## src/rtl/adc_sample_formatter.sv

```systemverilog
// adc_sample_formatter
// Sits between the ADC pins and the sample FIFO, entirely in the adcClk domain.
// - Synchronises collectData and testMode.
// - Drops the ADC pipeline-settling samples at the start of each capture.
// - Formats each 10-bit offset-binary sample into a 16-bit signed word and
//   writes one word per cycle while capturing.
// - On FIFO overflow, freezes capture until collectData is toggled.
// Optional feature: define ADC_TEST_PATTERN_EN to compile in the test-pattern
// counter. When undefined, testMode is ignored and the ADC is always the source.
`timescale 1ns/1ps

module adc_sample_formatter #(
   parameter int SYNC_STAGES     = 2,   // 2..4
   parameter int DISCARD_SAMPLES = 8    // 0..255
) (
   input  logic        adcClk,
   input  logic        nReset,
   input  logic [9:0]  adcData,
   input  logic        collectData,
   input  logic        testMode,
   input  logic        fifoFull,
   output logic        fifoWrite,
   output logic [15:0] fifoData,
   output logic        overflow,
   output logic        capturing
);

   typedef enum logic [1:0] {IDLE, START, CAPTURE, HALT} state_t;

   // With no discards, START still lasts one cycle.
   localparam logic [7:0] DISCARD_LAST =
      8'((DISCARD_SAMPLES == 0) ? 0 : DISCARD_SAMPLES - 1);

   state_t                 state_q, state_d;
   logic [SYNC_STAGES-1:0] collect_chain;
   logic                   collect_sync;
   logic [9:0]             s1;
   logic [7:0]             discard_cnt;
   logic                   write_d;
   logic                   overflow_set;
   logic                   start_entry;
   logic [9:0]             src_sample;

   // Offset-binary to two's complement, left-justified in 16 bits.
   function automatic logic [15:0] fmt_word(input logic [9:0] sample);
      return {~sample[9], sample[8:0], 6'b000000};
   endfunction

   // collectData synchroniser chain
   // NOTE: state is updated with <= so every flop samples pre-edge values.
   always_ff @(posedge adcClk or negedge nReset) begin
      if (!nReset) collect_chain <= '0;
      else         collect_chain <= {collect_chain[SYNC_STAGES-2:0], collectData};
   end
   assign collect_sync = collect_chain[SYNC_STAGES-1];

`ifdef ADC_TEST_PATTERN_EN
   logic [SYNC_STAGES-1:0] test_chain;
   logic                   test_sync;
   logic                   mode_test;
   logic [9:0]             test_cnt;

   // testMode synchroniser chain
   always_ff @(posedge adcClk or negedge nReset) begin
      if (!nReset) test_chain <= '0;
      else         test_chain <= {test_chain[SYNC_STAGES-2:0], testMode};
   end
   assign test_sync = test_chain[SYNC_STAGES-1];

   // Mode latched at START entry; counter runs 0..1020 while capturing
   always_ff @(posedge adcClk or negedge nReset) begin
      if (!nReset) begin
         mode_test <= 1'b0;
         test_cnt  <= '0;
      end else if (start_entry) begin
         mode_test <= test_sync;
         test_cnt  <= '0;
      end else if (state_q == CAPTURE) begin
         test_cnt  <= (test_cnt == 10'd1020) ? 10'd0 : test_cnt + 10'd1;
      end
   end

   assign src_sample = mode_test ? test_cnt : s1;
`else
   logic unused_test_mode;
   assign unused_test_mode = testMode;
   assign src_sample       = s1;
`endif

   // Input pipeline stage plus state register and discard counter
   always_ff @(posedge adcClk or negedge nReset) begin
      if (!nReset) begin
         s1          <= '0;
         state_q     <= IDLE;
         discard_cnt <= '0;
      end else begin
         s1      <= adcData;
         state_q <= state_d;
         if (start_entry)            discard_cnt <= '0;
         else if (state_q == START)  discard_cnt <= discard_cnt + 8'd1;
      end
   end

   // Next state and write decision; collectSync low beats overflow detection
   always_comb begin
      // NOTE: every output of this block gets a default first, so no latches.
      state_d      = state_q;
      write_d      = 1'b0;
      overflow_set = 1'b0;
      start_entry  = 1'b0;
      case (state_q)
         IDLE: begin
            if (collect_sync) begin
               state_d     = START;
               start_entry = 1'b1;
            end
         end
         START: begin
            if (!collect_sync)                     state_d = IDLE;
            else if (discard_cnt == DISCARD_LAST)  state_d = CAPTURE;
         end
         CAPTURE: begin
            if (!collect_sync) begin
               state_d = IDLE;
            end else if (fifoFull) begin
               state_d      = HALT;
               overflow_set = 1'b1;
            end else begin
               write_d = 1'b1;
            end
         end
         HALT: begin
            if (!collect_sync) state_d = IDLE;
         end
         default: state_d = IDLE;
      endcase
   end

   // Registered outputs; capturing shares the fifoWrite pipeline stage
   always_ff @(posedge adcClk or negedge nReset) begin
      if (!nReset) begin
         fifoWrite <= 1'b0;
         fifoData  <= '0;
         overflow  <= 1'b0;
         capturing <= 1'b0;
      end else begin
         fifoWrite <= write_d;
         capturing <= (state_q == CAPTURE);
         if (write_d)           fifoData <= fmt_word(src_sample);
         if (start_entry)       overflow <= 1'b0;
         else if (overflow_set) overflow <= 1'b1;
      end
   end

endmodule
```

## config.mk

```make
export PLATFORM = sky130hd
export DESIGN_NAME = adc_sample_formatter
export DESIGN_NICKNAME = d
export VERILOG_FILES = /design/src/rtl/adc_sample_formatter.sv
export SDC_FILE = /design/constraint.sdc
export NUM_CORES = 1
export LEC_CHECK = 0
export ABC_AREA = 1
export CORE_UTILIZATION = 42
export CTS_BUF_LIST = sky130_fd_sc_hd__clkbuf_4 sky130_fd_sc_hd__clkbuf_8
export DETAILED_ROUTE_END_ITERATION = 10
export GPL_ROUTABILITY_DRIVEN = 1
export MAX_ROUTING_LAYER = met4
export PLACE_DENSITY = 0.8
export SETUP_SLACK_MARGIN = 0.3
export SYNTH_ARGS = -nofsm -noshare
export SYNTH_HDL_FRONTEND = slang
export SYNTH_SLANG_ARGS = --single-unit
```

## constraint.sdc

```tcl
create_clock -name adcClk -period 2.6 [get_ports adcClk]
set_input_delay 0.52 -clock adcClk [delete_from_list [all_inputs] [get_ports adcClk]]
set_output_delay 0.52 -clock adcClk [all_outputs]
set_load 0.01 [all_outputs]
```

Yosys cells after proc, flatten, opt, wreduce, memory -nomap -nowiden --
Cells that the tools add are included. Widths: inputs -> output; s select.
Storage, ports and cells: word-level logic and storage cells 41, bits of input ports 15, register bits 35, output and inout bits 19
Cells by class: reductions and logical operators 4, $add $sub $neg 1, bitwise operators 1, equality and inequality tests 8, mux-type cells 19
Operators with widths (count):
- $mux 8 | 2
- $mux 2 | 6
- $mux 1 | 10
- $add 8x1->8 const B | 1
- $eq 8x3->1 const B | 1
- $pmux 2 s4 | 1
- $eq 2x2->1 const B | 2
- $ne 2x2->1 const B | 2
- $reduce_and 4->1 | 1
- $reduce_bool 2->1 | 2
- $ne 3x2->1 const B | 1
- $ne 3x3->1 const B | 1
- $eq 2x1->1 const B | 1
- $logic_not 2->1 | 1
- $not 1->1 | 1

Logic depth before layout (Yosys ltp) --
depth in word-level cells 5, depth in mapped cells 9, gate-level depth less buffers 9

Least setup slack after synthesis --
OpenSTA, ideal clock, no wires.
kind register -> register, start register state_q[1], end register discard_cnt[5], path buffers 0, required time 2.483 ns, period minus slack after synthesis 1.144 ns, stages on the path, launching flop included 7, setup time 0.117 ns, arrival time 1.027 ns, path slack 1.456 ns, cells stage by stage dfrtp_1 > inv_2 > nand2_1 > nor3_1 > nand2_1 > o21ai_1 > inv_1
Between the ends: word-level cells in the longest chain between the ends 3, elaborated cells between the ends (all ways) 5, those cells by class 1 x eq/ne; 2 x mux; 2 x reduce/logical
Ends and longest elaborated chain:
- start, declared | RTL line 34 | state_t state_q, state_d;
- start signal, assigned | RTL line 98 | state_q <= state_d;
- $logic_not 2->1 | RTL line 111 | case (state_q)
- $mux 1 | RTL line 111
- $mux 8 / $reduce_bool 2->1 (equally long branches)
- end signal, assigned | RTL line 100 | else if (state_q == START) discard_cnt <= discard_cnt + 8'd1;
- end, declared | RTL line 38 | logic [7:0] discard_cnt;
Parallel ways exist; a longest one is shown, timed or not. A chain may end at the register's enable or synchronous reset.

Worst setup path after layout --
start register fifoData[9], end output port fifoData[9]
RTL lines:
- start, declared | RTL line 23 | output logic [15:0] fifoData,
- start signal, assigned | RTL line 149 | if (write_d) fifoData <= fmt_word(src_sample);
No word-level cell between the ends.

==> results.md <==
* XOR/XNOR Fraction of Synth Area at 0
* Nets at roughly 200
* VDD IR max at 440.0 uV
* Pleak at slightly above 0.0009 uW
* PD cells at 964.2 nW/um2
* CP endpoint kind: output port
* M1 GR Usage at 0.1925
* CP bufs+invs at 1
* Worst Path Required at between 2000 and 2500 ps
* Non-Filler Instances at 231
* Final period util at 0.6808
* Comb power frac at 0.325
* Slowest-stage cell, CP: clkdlybuf4s50_1
* Status: finished clean
* Initial Util at 0.4567
* Ys async rst share at 1.000
* Per-cell routed wire length at a little under 10 um
* RSZ-0062 raised after global routing: no
* First-pass GRT wire length at 3.781 mm
* Synth Area in Compound Gates at 0.04257
* H-tree lvl count at 2
* Crit-path cells: clkdlybuf4s50_1
* Vias at roughly 1,000
* Clk_lat worst skew at 340 ps
* Hold_ws at around 360 ps
* Delay-heaviest family, CP: buffers and inverters
* DRC viols at 0
* Worst Hold End: collect_chain[1]
* Dominant cell type by area after synthesis: dfrtp_1
* Initial antenna violation count at 0
* Initial DRC count at 17
* Synth top area share at 0.6082
* Switching share of total power at 0.3311
* Height of the die at 60.56 um
* Synthesized area at 1440 um2
* Skew final at roughly 12 ps
* M2 GR Usage at 0.2119
* Ranking of synthesized cells by area: dfrtp_1 61%, nand2_1 14%, inv_1 3.6%
* Finished Core Util at 0.5694
* Net switching power figure at 573.2 uW
* CTS Sinks at 35
* Post-synth EDFFs at 0
* Yosys cell types at 22
* Setup crit start kind: flip-flop
* Synth Area in Simple Gates at 0.2389
* Reg clk slew, reported paths at 110 ps
* Vias in the first global route at 829
* Post-Syn Area per Cell at 9.291 um2
* Row Count at 20
* IO Port Bufs at 26
* Setup tns final at 0 ps
* CTS Buffer Depth at 2
* Pin count of the biggest net entering global routing at 36
* Vias/cell at 4.411
* GRT Max-Usage Layer: met2
* Hold Vio Cnt, Final at 0
* Fraction of layout cells with a size suffix above 1 at 0.1016
* Overall routed net length at between 2 and 2.5 mm
* Cell count after placement at 223
* GRT Total Usage at 0.1497
* Largest family of logic cells by synthesized area: simple AND/OR/NAND/NOR gates
* Syn Inst Count at 155
* Ant diodes at 0
* Root buffer cell: clkbuf_4
* Hold depth at 0
* Mux contribution to synthesized area at 0
* Critical path type: reg -> out
* Reg2reg end: fifoData[8]
* Final-report setup violation count at 0
* Post_cts resized at 0
* FMAX at 0.5650 GHz
* Reg2reg setup slack at between 1000 and 1500 ps
* Met3 usage at 0.04051
* GP Congestion at 0.9246
* Adder-cell area share of the yosys netlist at 0.008688
* Flops & latches, synth at 35
* Share of power burned in registers at 0.454
* Hold Path Origin: collect_chain[0]
* Worst r2r src: state_q[0]
* Reg2Reg Depth at 6
* Critical Path Fanout Max at 2
* Seq/Total Area, Yosys at 0.6082
* Post-CTS setup buffers at 0
* I/O pin cnt at 34
* Placed wire-length estimate at 1.642 mm
* TritonRoute pass-1 iters at 4
* Period minus WS final at 1770 ps
* CTS buffer count at 5
* Final Max Tran Viols at 0
* Post-route ant nets at 0
* Total gr overflow at 0
* Area grow syn2layout at 24.67%
* YS warnings at 0
* Die Footprint at 3667 um2
* Clock network fraction of design power at 0.221
* CP peak stage delay at 540 ps
* Arr. time, crit path at 1250 ps
* Internal power at 1158 uW
* Max Cap Viol at 0
* Ys flop type: dfrtp_1
* Hold Crit Class: reg -> reg
* Core Footprint at 3153 um2
* CTS tree: done
* Hold-fix buffers, CTS at 0
* Die width at 60.56 um
-- sequential cells by signal, indices dropped and copies added, names as in the netlist --
register and count:
collect_chain 2, overflow 1, s1 10, discard_cnt 8, capturing 1, state_q 2, fifoData 10, fifoWrite 1
-- metrics by stage --
step | worst slack [ps] | cell area, um2 | power (uW)
2_1_floorplan | 1456 | 1459 | 1100
3_3_place_gp | 778.1 | 1714 | 1346
3_5_place_dp | 758.7 | 1714 | 1367
4_1_cts | 810.2 | 1795 | 1749
5_1_grt | 779.6 | 1795 | 1850
6_report | 830.0 | 1795 | 1731
-- kinds of logic (layout without fill, tap and decap cells) --
kind of cell / count (synthesis) / count (layout)
AO/OA/AOI/OAI: 11 / 11
other: 1 / 6
buffers and inverters: 28 / 55
adder cells (fa/ha/maj): 1 / 1
flip-flops: 35 / 35
AND/OR/NAND/NOR: 79 / 79
-- area by class of cell --
class | count | area, um2
sequential | 35 | 875.8
fill | 279 | 1358
multi-input combinational | 97 | 440.4
timing repair buffer | 27 | 267.8
inverter | 20 | 75.07
clock buffer | 5 | 37.54
tap | 44 | 55.05
clock inverter | 3 | 43.79
-- cell usage in the layout (no fill, tap or decap), drive strengths merged --
master / count
nand2: 56
dfrtp: 35
nor3: 3
o21ai: 8
a21oi: 2
ha: 1
bufinv: 1
buf: 1
clkbuf: 5
clkdlybuf4s50: 26
inv: 19
nand2b: 1
clkinv: 3
nand4: 1
o211ai: 1
nor2: 9
conb: 6
nand3: 9
-- synthesized netlist by cell type, types with 2 or more instances --
master,number
nand2_1,55
dfrtp_1,35
inv_1,14
nand3_1,9
nor2_1,7
buf_4,6
inv_2,5
o21ai_1,5
a21oi_1,2
buf_6,2
nor2_4,2
nor3_1,2
o21ai_0,2
-- worst register-to-register path, cell delays in order (launching register included) --
cell and delay, ps:
dfrtp_1 460, inv_2 130, nand2_4 70, nor2_4 280, inv_2 170, nand2_1 110, nand2_1 50
-- power by group through the flow --
stage | logic (uW) | registers, uW | clock network, uW
floorplan | 273 | 827 | 0
CTS | 572 | 785 | 392
global route | 636 | 802 | 412
global placement | 558 | 789 | 0
detailed placement | 570 | 796 | 0
finish | 562 | 786 | 383
-- worst max path at each step --
stage	startpoint	endpoint	slack [ps]	cells past startpoint
floorplan	state_q[1]	discard_cnt[5]	1460	6
finish	fifoData[9]	fifoData[9]	830	1
global route	fifoData[9]	fifoData[9]	780	1
global placement	fifoFull	fifoData[15]	780	7
detailed placement	fifoFull	fifoData[8]	760	7
CTS	fifoData[9]	fifoData[9]	810	1
-- routing by layer --
metal  routed length (um)  part of all wire
met1                 1048              0.46
met5                    0                 0
met2                 1075              0.47
met3                   81             0.036
met4                   63             0.028
Note: power is estimated with default switching activity, not from simulation.
==> RTL edit, RTL diff (same flow settings) <==
Put one more register stage on the output `overflow`. The value now appears one clock later. The other outputs are not delayed to match.
--- a/src/rtl/adc_sample_formatter.sv
+++ b/src/rtl/adc_sample_formatter.sv
@@ -30,6 +30,8 @@
    // With no discards, START still lasts one cycle.
    localparam logic [7:0] DISCARD_LAST =
       8'((DISCARD_SAMPLES == 0) ? 0 : DISCARD_SAMPLES - 1);
+
+   logic overflow_s0;
 
    state_t                 state_q, state_d;
    logic [SYNC_STAGES-1:0] collect_chain;
@@ -141,15 +143,19 @@
       if (!nReset) begin
          fifoWrite <= 1'b0;
          fifoData  <= '0;
-         overflow  <= 1'b0;
+         overflow_s0 <= 1'b0;
          capturing <= 1'b0;
       end else begin
          fifoWrite <= write_d;
          capturing <= (state_q == CAPTURE);
          if (write_d)           fifoData <= fmt_word(src_sample);
-         if (start_entry)       overflow <= 1'b0;
-         else if (overflow_set) overflow <= 1'b1;
+         if (start_entry)       overflow_s0 <= 1'b0;
+         else if (overflow_set) overflow_s0 <= 1'b1;
       end
    end
 
+   always_ff @(posedge adcClk) begin
+      overflow <= overflow_s0;
+   end
+
 endmodule
Function: same outputs for any inputs over 10 cycles, from zero or initial values and one cycle with nReset low; that may be too few to reach the edited logic, so the function may still have changed.
==> RTL edit against the original RTL <==
  * Non-clock buffer count stayed put
  * Global-route usage is 0.34 points higher
  * Routed wire length is 5.9% higher
  * Clock skew is 0.0069 ns lower
  * Final area is 0.35% higher
  * Clock power is 17% lower
  * Core utilization is 3.0 points lower
  * Total power is 2.0% lower
  * Synthesized area is 1.4% higher
  * Setup slack worse by 0.021 ns
  * Sequential power is 2.8% higher
  * Sequential cell count is 1 higher
  * Synthesized cell count is 0.65% higher
==> RTL edit: results (changes against the original RTL) <==
[route]
wl_mm = 2.402  ; was 2.269 mm
dr_wl_met2_mm = 1.170  ; was 1.075 mm
drt_iter0_markers = 33  ; was 17
wl_met1_mm = 1.087  ; was 1.048 mm
dr_wl_met3_um = 78  ; was 81 um
vias = 1060  ; was 1019

[global_routing]
grt_pass1_wl_mm = 3.870  ; was 3.781 mm
track_usage = 0.1531  ; was 0.1497
grt_pass1_vias = 876  ; was 829

[synth]
yosysSeqAreaShare = 0.6135  ; was 0.6082
synth_fa_ha_area_frac = 0.008569  ; was 0.008688
ys_async_sr_fraction = 0.9722  ; was 1.000
ys_top_cells_by_area = dfrtp_1, nand2_1, inv_1  ; unchanged
synth.distinct_cells = 23  ; was 22
synth_top_area_share = 0.5998  ; was 0.6082
synth_compound_area_frac = 0.04199  ; was 0.04257

[placement]
io_buffers = 26  ; unchanged
dpl.hpwl_mm = 1.699  ; was 1.642 mm

[worst_hold_path]
min_path_type = flip-flop to flip-flop  ; unchanged

[layout]
nNetsFinal = 203  ; was 202
nFillCells = 299  ; was 279

[status]
status = complete, no violations  ; unchanged

[setup_path]
slowest_delay_ns = 0.56  ; was 0.54 ns

[power_and_ir_drop]
vdd_drop_max_uv = 490.8  ; was 440.0 uV

[timing]
whs_ns = 0.3667  ; was 0.3587 ns
clock_skew_ns = 0.004618  ; was 0.01155 ns

RTL edit: logic make-up (layout without fill, tap and decap cells):
kind of cell               after synthesis  count (layout)
adders and majority gates                1               1
other                                    1               6
DFF                                     36              36
AOI/OAI and AO/OA                       11              11
and+or+nand+nor                         79              79
buffers and inverters                   28              55
RTL edit: power breakdown:
part | leakage [nW] | total [mW] | internal [mW] | switching (mW)
registers | 0.449 | 0.808 | 0.703 | 0.106
clock network | 0.0386 | 0.319 | 0.134 | 0.185
logic | 0.433 | 0.568 | 0.275 | 0.293
total | 0.921 | 1.70 | 1.11 | 0.584
RTL edit: final timing paths:
kind / startpoint / endpoint / cells after the start
min in group asynchronous: nReset / fifoData[12]$_DFFE_PN0P_ / 2
max in group asynchronous: nReset / discard_cnt[3]$_DFFE_PN0P_ / 2
setup / recovery: fifoData[11]$_DFFE_PN0P_ / fifoData[11] / 1
hold reg to reg: collect_chain[0]$_DFF_PN0_ / collect_chain[1]$_DFF_PN0_ / 0
hold / removal: collect_chain[0]$_DFF_PN0_ / collect_chain[1]$_DFF_PN0_ / 0
setup reg to reg: state_q[0]$_DFFE_PN0P_ / fifoData[10]$_DFFE_PN0P_ / 6
RTL edit: metrics by stage:
| step | std cells | cell area (sq um) | setup slack [ns] |
|---|---|---|---|
| 3_3_place_gp | 226 | 1737 | 0.7710 |
| 3_5_place_dp | 226 | 1737 | 0.7631 |
| 2_1_floorplan | 161 | 1479 | 1.456 |
| 4_1_cts | 234 | 1802 | 0.7835 |
| 6_report | 234 | 1802 | 0.8089 |
| 5_1_grt | 234 | 1802 | 0.7531 |
RTL edit: layout make-up:
class | count | area (sq um) | area share
well taps | 46 | 57.56 | 0.03194
clock buffers | 6 | 51.30 | 0.02847
flip-flops and latches | 36 | 895.9 | 0.4972
multi-input cells | 97 | 440.4 | 0.2444
inverters | 20 | 75.07 | 0.04167
clock inverters | 2 | 13.76 | 0.007639
repair buffers | 27 | 267.8 | 0.1486
RTL edit: metal layers:
metal	vias up	track usage
met5	-	-
met4	0	0.08442
met3	7	0.04691
met2	22	0.2229
met1	504	0.1893
li1	527	-
